### config.mk
export PLATFORM = sky130hd
export DESIGN_NAME = axi_rb_engine
export DESIGN_NICKNAME = d
export VERILOG_FILES = /design/src/rtl/axi_rb_engine_pkg.sv /design/src/rtl/axi_burst_splitter.sv /design/src/rtl/axi_rb_engine.sv
export SDC_FILE = /design/constraint.sdc
export NUM_CORES = 1
export LEC_CHECK = 0
export ABC_AREA = 1
export CAP_MARGIN = 20
export CORE_MARGIN = 8
export CORE_UTILIZATION = 35
export DETAILED_ROUTE_END_ITERATION = 8
export GPL_ROUTABILITY_DRIVEN = 0
export SETUP_SLACK_MARGIN = 0.1
export SLEW_MARGIN = 5
export SYNTH_ARGS = -nofsm -noshare
export SYNTH_HDL_FRONTEND = slang
export SYNTH_SLANG_ARGS = --single-unit
### constraint.sdc
create_clock -name clk -period 6.15 [get_ports clk]
set_clock_uncertainty 0.15 [all_clocks]
set_input_delay 1.5375 -clock clk [delete_from_list [all_inputs] [get_ports clk]]
set_output_delay 1.5375 -clock clk [all_outputs]
set_load 0.02 [all_outputs]
### src/rtl/axi_rb_engine_pkg.sv
// Shared types and AXI constants for the read-burst engine.
package axi_rb_engine_pkg;

  typedef enum logic [1:0] {
    StIdle,
    StAddr,
    StData,
    StDone
  } rb_state_e;

  localparam logic [1:0]  AXI_BURST_INCR = 2'b01;
  localparam logic [1:0]  AXI_RESP_OKAY  = 2'b00;
  localparam int unsigned AXI_4K_BYTES   = 4096;

  // AXI size code for a beat of data_width bits.
  function automatic logic [2:0] axi_size(input int unsigned data_width);
    return 3'($clog2(data_width / 8));
  endfunction

endpackage

### src/rtl/axi_burst_splitter.sv
// Combinational burst-length calculator: min(remaining beats, MAX_BURST, beats left in 4 KB page).
module axi_burst_splitter
  import axi_rb_engine_pkg::*;
#(
  parameter int unsigned DATA_WIDTH = 32,
  parameter int unsigned LEN_WIDTH  = 16,
  parameter int unsigned MAX_BURST  = 16
) (
  input  logic [11:0]          addr,
  input  logic [LEN_WIDTH-1:0] remain,
  output logic [8:0]           blen
);

  localparam int unsigned Lsb  = $clog2(DATA_WIDTH / 8);
  localparam int unsigned CmpW = (LEN_WIDTH > 13) ? LEN_WIDTH : 13;

  logic [12:0]     page_beats;
  logic [12:0]     cap;
  logic [CmpW-1:0] remain_ext;
  logic [CmpW-1:0] cap_ext;

  always_comb begin
    // addr is beat-aligned, so the byte room divides exactly into beats
    page_beats = (13'(AXI_4K_BYTES) - {1'b0, addr}) >> Lsb;
    cap        = (page_beats < 13'(MAX_BURST)) ? page_beats : 13'(MAX_BURST);
    remain_ext = CmpW'(remain);
    cap_ext    = CmpW'(cap);
    blen       = (remain_ext < cap_ext) ? 9'(remain_ext) : 9'(cap_ext);
  end

endmodule

### src/rtl/axi_rb_engine.sv
// AXI4 read-burst engine: splits a {address, beats} command into INCR bursts and streams
// the returned beats into a FIFO, signalling completion and sticky error status with done.
module axi_rb_engine
  import axi_rb_engine_pkg::*;
#(
  parameter int unsigned ADDR_WIDTH = 16,
  parameter int unsigned DATA_WIDTH = 32,
  parameter int unsigned LEN_WIDTH  = 16,
  parameter int unsigned MAX_BURST  = 16
) (
  input  logic                  clk,
  input  logic                  rst,
  input  logic                  start_valid,
  output logic                  start_ready,
  input  logic [ADDR_WIDTH-1:0] start_addr,
  input  logic [LEN_WIDTH-1:0]  start_beats,
  output logic [ADDR_WIDTH-1:0] s_axi_araddr,
  output logic [7:0]            s_axi_arlen,
  output logic [2:0]            s_axi_arsize,
  output logic [1:0]            s_axi_arburst,
  output logic                  s_axi_arvalid,
  input  logic                  s_axi_arready,
  input  logic [DATA_WIDTH-1:0] s_axi_rdata,
  input  logic [1:0]            s_axi_rresp,
  input  logic                  s_axi_rlast,
  input  logic                  s_axi_rvalid,
  output logic                  s_axi_rready,
  output logic [DATA_WIDTH-1:0] fifo_in_data,
  output logic                  fifo_write_valid,
  input  logic                  fifo_write_ready,
  output logic                  done,
  output logic                  err,
  output logic                  busy
);

  localparam int unsigned           Lsb       = $clog2(DATA_WIDTH / 8);
  localparam logic [ADDR_WIDTH-1:0] AlignMask = ~ADDR_WIDTH'(DATA_WIDTH / 8 - 1);
  localparam logic [2:0]            ArSize    = axi_size(DATA_WIDTH);

  rb_state_e             state_q, state_d;
  logic [ADDR_WIDTH-1:0] addr_q, addr_d;
  logic [LEN_WIDTH-1:0]  remain_q, remain_d;
  logic [8:0]            beat_cnt_q, beat_cnt_d;
  logic                  err_q, err_d;
  logic [8:0]            blen_q;
  logic [8:0]            blen;
  logic [ADDR_WIDTH-1:0] burst_bytes;
  logic                  beat_fire;

  // Sized from the next-state address/remain so blen is ready as ADDR is entered
  axi_burst_splitter #(
    .DATA_WIDTH (DATA_WIDTH),
    .LEN_WIDTH  (LEN_WIDTH),
    .MAX_BURST  (MAX_BURST)
  ) u_splitter (
    .addr   (addr_d[11:0]),
    .remain (remain_d),
    .blen   (blen)
  );

  assign burst_bytes = ADDR_WIDTH'(blen_q) << Lsb;
  assign beat_fire   = s_axi_rvalid && fifo_write_ready;

  always_comb begin
    state_d    = state_q;
    addr_d     = addr_q;
    remain_d   = remain_q;
    beat_cnt_d = beat_cnt_q;
    err_d      = err_q;
    unique case (state_q)
      StIdle: begin
        if (start_valid) begin
          addr_d   = start_addr & AlignMask;
          remain_d = start_beats;
          err_d    = 1'b0;
          state_d  = (start_beats == '0) ? StDone : StAddr;
        end
      end
      StAddr: begin
        if (s_axi_arready) begin
          beat_cnt_d = blen_q;
          state_d    = StData;
        end
      end
      StData: begin
        if (beat_fire) begin
          beat_cnt_d = beat_cnt_q - 9'd1;
          remain_d   = remain_q - LEN_WIDTH'(1);
          if (s_axi_rresp != AXI_RESP_OKAY) err_d = 1'b1;
          // rlast must coincide exactly with the counter's final beat
          if (s_axi_rlast != (beat_cnt_q == 9'd1)) err_d = 1'b1;
          if (beat_cnt_q == 9'd1) begin
            addr_d  = addr_q + burst_bytes;
            state_d = (remain_q == LEN_WIDTH'(1)) ? StDone : StAddr;
          end
        end
      end
      StDone: state_d = StIdle;
      default: state_d = StIdle;
    endcase
  end

  always_ff @(posedge clk or posedge rst) begin
    if (rst) begin
      state_q    <= StIdle;
      addr_q     <= '0;
      remain_q   <= '0;
      beat_cnt_q <= '0;
      err_q      <= 1'b0;
      blen_q     <= 9'd1;
    end else begin
      state_q    <= state_d;
      addr_q     <= addr_d;
      remain_q   <= remain_d;
      beat_cnt_q <= beat_cnt_d;
      err_q      <= err_d;
      if (state_d == StAddr && state_q != StAddr) blen_q <= blen;
    end
  end

  always_comb begin
    start_ready      = (state_q == StIdle);
    busy             = (state_q != StIdle);
    s_axi_arvalid    = (state_q == StAddr);
    s_axi_araddr     = addr_q;
    s_axi_arlen      = 8'(blen_q - 9'd1);
    s_axi_arsize     = ArSize;
    s_axi_arburst    = AXI_BURST_INCR;
    s_axi_rready     = (state_q == StData) && fifo_write_ready;
    fifo_write_valid = (state_q == StData) && s_axi_rvalid;
    fifo_in_data     = s_axi_rdata;
    done             = (state_q == StDone);
    err              = (state_q == StDone) && err_q;
  end

endmodule

---- Word-level counts from Yosys, hierarchy flattened ----
Cells that the tools add are included.
operators by class
  reductions and logical operators ........ 14
  order comparisons ....................... 2
  equality and inequality tests ........... 13
  multipliers ............................. 0
  mux-type cells .......................... 24
  div/mod/pow operators ................... 0
  shift operators ......................... 0
  add/subtract/negate cells ............... 5
  bitwise logic cells ..................... 0
operators by type and width
  cell                                                   count
  two-way mux 16 bit                                     5
  case mux 16 bit (2 select lines)                       2
  two-way mux 9 bit                                      3
  case mux 9 bit (2 select lines)                        1
  adder 16 x 11 -> 16 bit                                1
  equality test 16 x 1 -> 1 bit (second input constant)  1
  logical NOT 16 bit                                     1
  < comparator 16 x 13 -> 1 bit                          1
  subtractor 16 x 1 -> 16 bit (second input constant)    1
  subtractor 13 x 12 -> 13 bit (first input constant)    1
  two-way mux 2 bit                                      6
  < comparator 11 x 5 -> 1 bit (second input constant)   1
  two-way mux 11 bit                                     1
  equality test 9 x 1 -> 1 bit (second input constant)   1
  subtractor 9 x 1 -> 9 bit (second input constant)      1
  case mux 2 bit (4 select lines)                        1
  AND reduction 4 bit                                    2
  nonzero test 2 bit                                     4
  subtractor 8 x 1 -> 8 bit (second input constant)      1
  inequality test 2 bit (second input constant)          3
  logical AND 1 bit                                      5
  equality test 2 x 1 -> 1 bit (second input constant)   2
  equality test 2 bit (second input constant)            2
  two-way mux 1 bit                                      4
  6 further kinds                                        7
word-level totals
  output and inout bits ................... 68
  memories kept ........................... 0
  ROM bits ................................ 0
  bits in writable memories ............... 0
  register bits after elaboration ......... 53
  logic and storage cells ................. 65
  input bits .............................. 73
  latch bits .............................. 0

---- Depth between registers and ports, before layout ----
  depth after elaboration ................. 9
  depth in mapped cells ................... 29

---- Cells and area by module ----
A second synthesis with hierarchy kept.
unflattened totals
  cell total of the unflattened synthesis .. 728
  area, all modules ....................... 4,863.4 µm²
by module, submodules not included
  module              cells an instance  area each (µm²)  times used
  axi_rb_engine       611                4,211.5          1
  axi_burst_splitter  117                651.9            1

---- Least setup slack after synthesis ----
OpenSTA, ideal clock, no wires.
  path kind ............................... in2reg
  start point ............................. input s_axi_rvalid
  end point ............................... register blen_q[4]
  stages on the path ...................... 25
  data arrival time ....................... 3.678 ns
  library setup time ...................... 0.118 ns
  path slack .............................. 2.205 ns
  cells stage by stage .................... inv_1 -> nor3_4 -> and2_1 -> buf_6 -> nand3_1 -> nand3_2 -> nand2_1 -> clkinv_1 -> nand2_1 -> nand2_1 -> nand2_2 -> nor2_4 -> nand3_1 -> ha_1 -> nand2_1 -> nand2_1 -> nand2_1 -> nand2_1 -> nand2_1 -> nand2_1 -> nand2_4 -> nand2_4 -> nand2_1 -> nand3_1 -> nand2_1
on the way
  longest elaborated chain between the ends .. 8
RTL lines
  element                             RTL line                  text
  from (decl)                         axi_rb_engine.sv:26       input logic s_axi_rvalid,
  logical AND 1 bit *                 axi_rb_engine.sv:62       assign beat_fire = s_axi_rvalid && fifo_write_ready;
  two-way mux 16 bit *                axi_rb_engine.sv:86       if (beat_fire) begin
  case mux 16 bit (2 select lines) *  axi_rb_engine.sv:70       unique case (state_q)
  net addr_d[6]                       axi_rb_engine.sv:41       logic [ADDR_WIDTH-1:0] addr_q, addr_d;
  subtractor 13 x 12 -> 13 bit *      axi_burst_splitter.sv:24  page_beats = (13'(AXI_4K_BYTES) - {1'b0, addr}) >> Lsb;
  < comparator 11 x 5 -> 1 bit        axi_burst_splitter.sv:25  cap = (page_beats < 13'(MAX_BURST)) ? page_beats : 13'(MAX_BURST);
  two-way mux 11 bit *                axi_burst_splitter.sv:25
  < comparator 16 x 13 -> 1 bit       axi_burst_splitter.sv:28  blen = (remain_ext < cap_ext) ? 9'(remain_ext) : 9'(cap_ext);
  two-way mux 9 bit *                 axi_burst_splitter.sv:28
  to (signal assigned)                axi_rb_engine.sv:117      if (state_d == StAddr && state_q != StAddr) blen_q <= blen;
  to (decl)                           axi_rb_engine.sv:45       logic [8:0] blen_q;
The timed path passes the listed nets; every way through them passes the cells marked *. The select of a mux whose other input is x is not followed.
A chain may end at the register's enable or synchronous reset.

---- Worst setup path in the final report ----
  start point ............................. input start_valid
  end point ............................... register blen_q[2]
on the way
  longest elaborated chain between the ends .. 7
RTL lines
  element                             RTL line                  text
  from (decl)                         axi_rb_engine.sv:13       input logic start_valid,
  two-way mux 16 bit *                axi_rb_engine.sv:72       if (start_valid) begin
  case mux 16 bit (2 select lines) *  axi_rb_engine.sv:70
  net addr_d[7]                       axi_rb_engine.sv:41
  subtractor 13 x 12 -> 13 bit *      axi_burst_splitter.sv:24
  < comparator 11 x 5 -> 1 bit        axi_burst_splitter.sv:25
  two-way mux 11 bit *                axi_burst_splitter.sv:25
  < comparator 16 x 13 -> 1 bit       axi_burst_splitter.sv:28
  two-way mux 9 bit *                 axi_burst_splitter.sv:28
Marked as above.

==> results.py <==
metrics = {
    "outcome": {
        "status": "completed",
    },
    "floorplanning": {
        "dieArea_mm2": 0.01633,
        "dieWidth_um": 127.8,
        "io_pins": 141,
        "design.core.area_mm2": 0.01241,
        "rows": 41,
        "chipHeight_um": 127.8,
        "initial_utilization": 0.3523,
    },
    "final_layout": {
        "area_delta_synth_final_pct": 18.11,
        "final_common_cell": "nand2_1",
        "diodes": 0,
        "fin_cells": 839,
        "fillers": 1352,
        "mostFrequentLayoutCells": "nand2_1 (153), inv_1 (81), clkdlybuf4s50_1 (69)",
        "fin_nets": 764,
        "drive_gt1_frac": 0.06297,
    },
    "detailed_routing": {
        "totalWireLength_um": 12270,
        "dr.pass1.iters": 7,
        "antenna_left": 0,
        "wl_per_cell_um": 14.63,
        "drc": 0,
        "drt-vias-per-instance": 4.878,
        "num_vias": 4093,
        "drt_first_iter_violations": 251,
    },
    "cts": {
        "cts_hold_buf": 0,
        "post_cts.repair.setup_buffers": 0,
        "clockBufferDepth": 2,
        "cts_buffers": 5,
        "clk_latency_ns": 0.29,
        "root_buffer": "clkbuf_16",
        "post_cts_resized": 0,
        "htreeDepth": 2,
        "cts_num_sinks": 53,
        "cts_tree": "done",
        "cts.reportedPaths.clkPinSlew_ns": 0.07,
    },
    "yosys": {
        "synth-edff-count": 0,
        "ys_warn_count": 0,
        "async_flop_share": 1.000,
        "yosysSeqAreaShare": 0.3035,
        "synth_area_mm2": 0.004374,
        "synth-main-ff-cell": "dfrtp_1",
        "netlist_instances": 627,
        "syn_avg_cell_area_um2": 6.976,
        "synthDistinctLibCells": 48,
        "synth-seq-cells": 53,
    },
    "global_route": {
        "grt_use_total": 0.1507,
        "grt_pass1_wl_um": 19950,
        "grt_antenna_before_repair": 0,
        "grt_pass1_vias": 4083,
        "grt_max_degree": 54,
        "overflow": 0,
    },
    "worst_setup_path": {
        "cp_num_buf_inv": 2,
        "critPathLaunchType": "primary input",
        "crit_top_cell": "nand2_1",
        "end_kind": "register",
        "worstPathRequired_ns": 6.18,
        "crit_type": "in2reg",
        "arrival_ns": 5.05,
        "critPathTopFamily": "simple AND/OR/NAND/NOR gates",
        "cpMaxStageDelayCell": "clkdlybuf4s50_1",
        "worstPathMaxFanout": 16,
        "crit_path_max_incr_delay_ns": 0.50,
        "crit_chain": "clkdlybuf4s50_1 -> nand2_2 -> nand2_2 -> nand2_1 -> nand2_1 -> nand3_2 -> nor2_1 -> nand3_1 -> nand2_1 -> nand2_2 -> nor2_4 -> nand3b_1 -> ha_1 -> nand2_1 -> inv_1 -> nand2_1 -> nand2_1 -> nand2_1 -> nand2_1 -> nand2_4 -> nand2_4 -> nand2_1 -> nand3_1 -> nand2_1",
    },
    "placement": {
        "io_buffer_count": 69,
        "dpl.hpwl_um": 9763,
        "placedCellCount": 831,
    },
    "power_and_ir_drop": {
        "ir_drop_mv": 0.3610,
        "power.leakage_nw": 2.532,
        "p_per_area_mw_per_mm2": 504.6,
    },
    "timing": {
        "timing.final.crit_share": 0.8158,
        "rsz0062_at_grt": "false",
        "setup-violations-final": 0,
        "worstMarginPinSlew_ns": 0.7477,
        "slew_violations": 0,
        "hold_violations": 0,
        "tns_ns": 0,
        "post-route-min-period_ns": 5.017,
        "fmax_mhz": 199.3,
        "slew_headroom": 0.4997,
    },
    "min_path": {
        "hp-class": "reg2reg",
    },
    "job": {
        "cap_violations": 0,
    },
}
## synthesized netlist by cell type (3+ instances only)
cell type | instances | share of area
nand2_1 | 153 | 0.13
inv_1 | 82 | 0.070
nor2_1 | 66 | 0.057
dfrtp_1 | 52 | 0.30
nand3_1 | 42 | 0.048
buf_4 | 39 | 0.067
o21ai_0 | 28 | 0.032
ha_1 | 24 | 0.069
a21oi_1 | 19 | 0.022
xor2_1 | 12 | 0.024
o211ai_1 | 9 | 0.015
nor3_1 | 8 | 0.0092
nand3_2 | 7 | 0.016
nand4_1 | 7 | 0.010
a31oi_1 | 6 | 0.0086
inv_2 | 6 | 0.0051
a22oi_1 | 5 | 0.0086
clkbuf_1 | 5 | 0.0043
nand2_2 | 5 | 0.0072
o22ai_1 | 5 | 0.0072
a221oi_1 | 3 | 0.0060
nand2_4 | 3 | 0.0077
nand3b_1 | 3 | 0.0051
nor4_1 | 3 | 0.0043
o21bai_1 | 3 | 0.0051
or2_2 | 3 | 0.0043
## path summary, 6_finish.rpt
check	endpoint	cells past startpoint	from	slack (ns)
max	blen_q[2]$_DFFE_PP0P_	24	start_valid	1.13
min	s_axi_araddr[0]$_DFF_PP0_	2	s_axi_araddr[0]$_DFF_PP0_	0.36
max in group asynchronous	beat_cnt_q[6]$_DFFE_PP0P_	3	rst	3.78
min in group asynchronous	remain_q[13]$_DFF_PP0_	3	rst	1.58
max reg2reg	blen_q[2]$_DFFE_PP0P_	24	state_q[0]$_DFF_PP0_	2.07
min reg2reg	s_axi_araddr[0]$_DFF_PP0_	2	s_axi_araddr[0]$_DFF_PP0_	0.36
## state kept, by name (all words and copies together), names as in the netlist
name          count
remain_q         16
s_axi_araddr     16
beat_cnt_q        9
blen_q            9
state_q           2
err_q             1
## report_power, final
group | internal (mW) | leakage, nW | switching [mW]
Sequential | 0.498 | 0.672 | 0.185
Clock | 0.204 | 0.0841 | 0.130
Combinational | 0.603 | 1.78 | 0.987
Total | 1.31 | 2.53 | 1.30
## stage by stage
stage / utilization / worst slack (ns) / power [mW] / hold WS (ns) / cell area (um^2)
after detailed placement: 0.4022 / 0.8008 / 2.276 / 0.3439 / 4994
after CTS: 0.4161 / 1.094 / 2.621 / 0.3598 / 5166
after global routing: 0.4161 / 0.6991 / 2.855 / 0.3890 / 5166
after global placement: 0.4022 / 0.8304 / 2.249 / 0.3336 / 4994
final: 0.4161 / 1.133 / 2.607 / 0.3562 / 5166
after floorplan: - / 2.205 / 1.770 / 0.3033 / 4408
## worst min-delay path, delay by kind of cell, from the launching register on
kind	cells	cell delay (ns)
flops	1	0.38
simple gates	1	0.04
buf+inv	1	0.05
## cells by family (layout without fill, tap and decap cells)
logic type	Yosys count	after routing	synth area share
compound gates	91	91	0.1304
xor+xnor	12	12	0.02403
fa+ha+maj	25	25	0.07323
buf+inv	138	169	0.1545
flops	53	53	0.3035
other cells	2	11	0.001717
simple gates	306	306	0.3126
## routing by layer
layer  global-route usage  part of all wire  up-vias
met5                    0                 0        -
met4              0.05105             0.020        0
met3              0.02205             0.055       23
met2               0.2598              0.48      123
met1               0.1876              0.45     1876
li1                     -                 -     2071
## layout make-up
type	count	area (um^2)	share of cell area
Clock buffer	7	142.6	0.02761
Clock inverter	1	30.03	0.005813
Inverter	90	340.3	0.06588
Multi-Input combinational cell	445	2405	0.4655
Sequential cell	53	1328	0.2570
Tap cell	172	215.2	0.04166
Timing Repair Buffer	71	705.7	0.1366
Power figures use the tool's default switching activity.
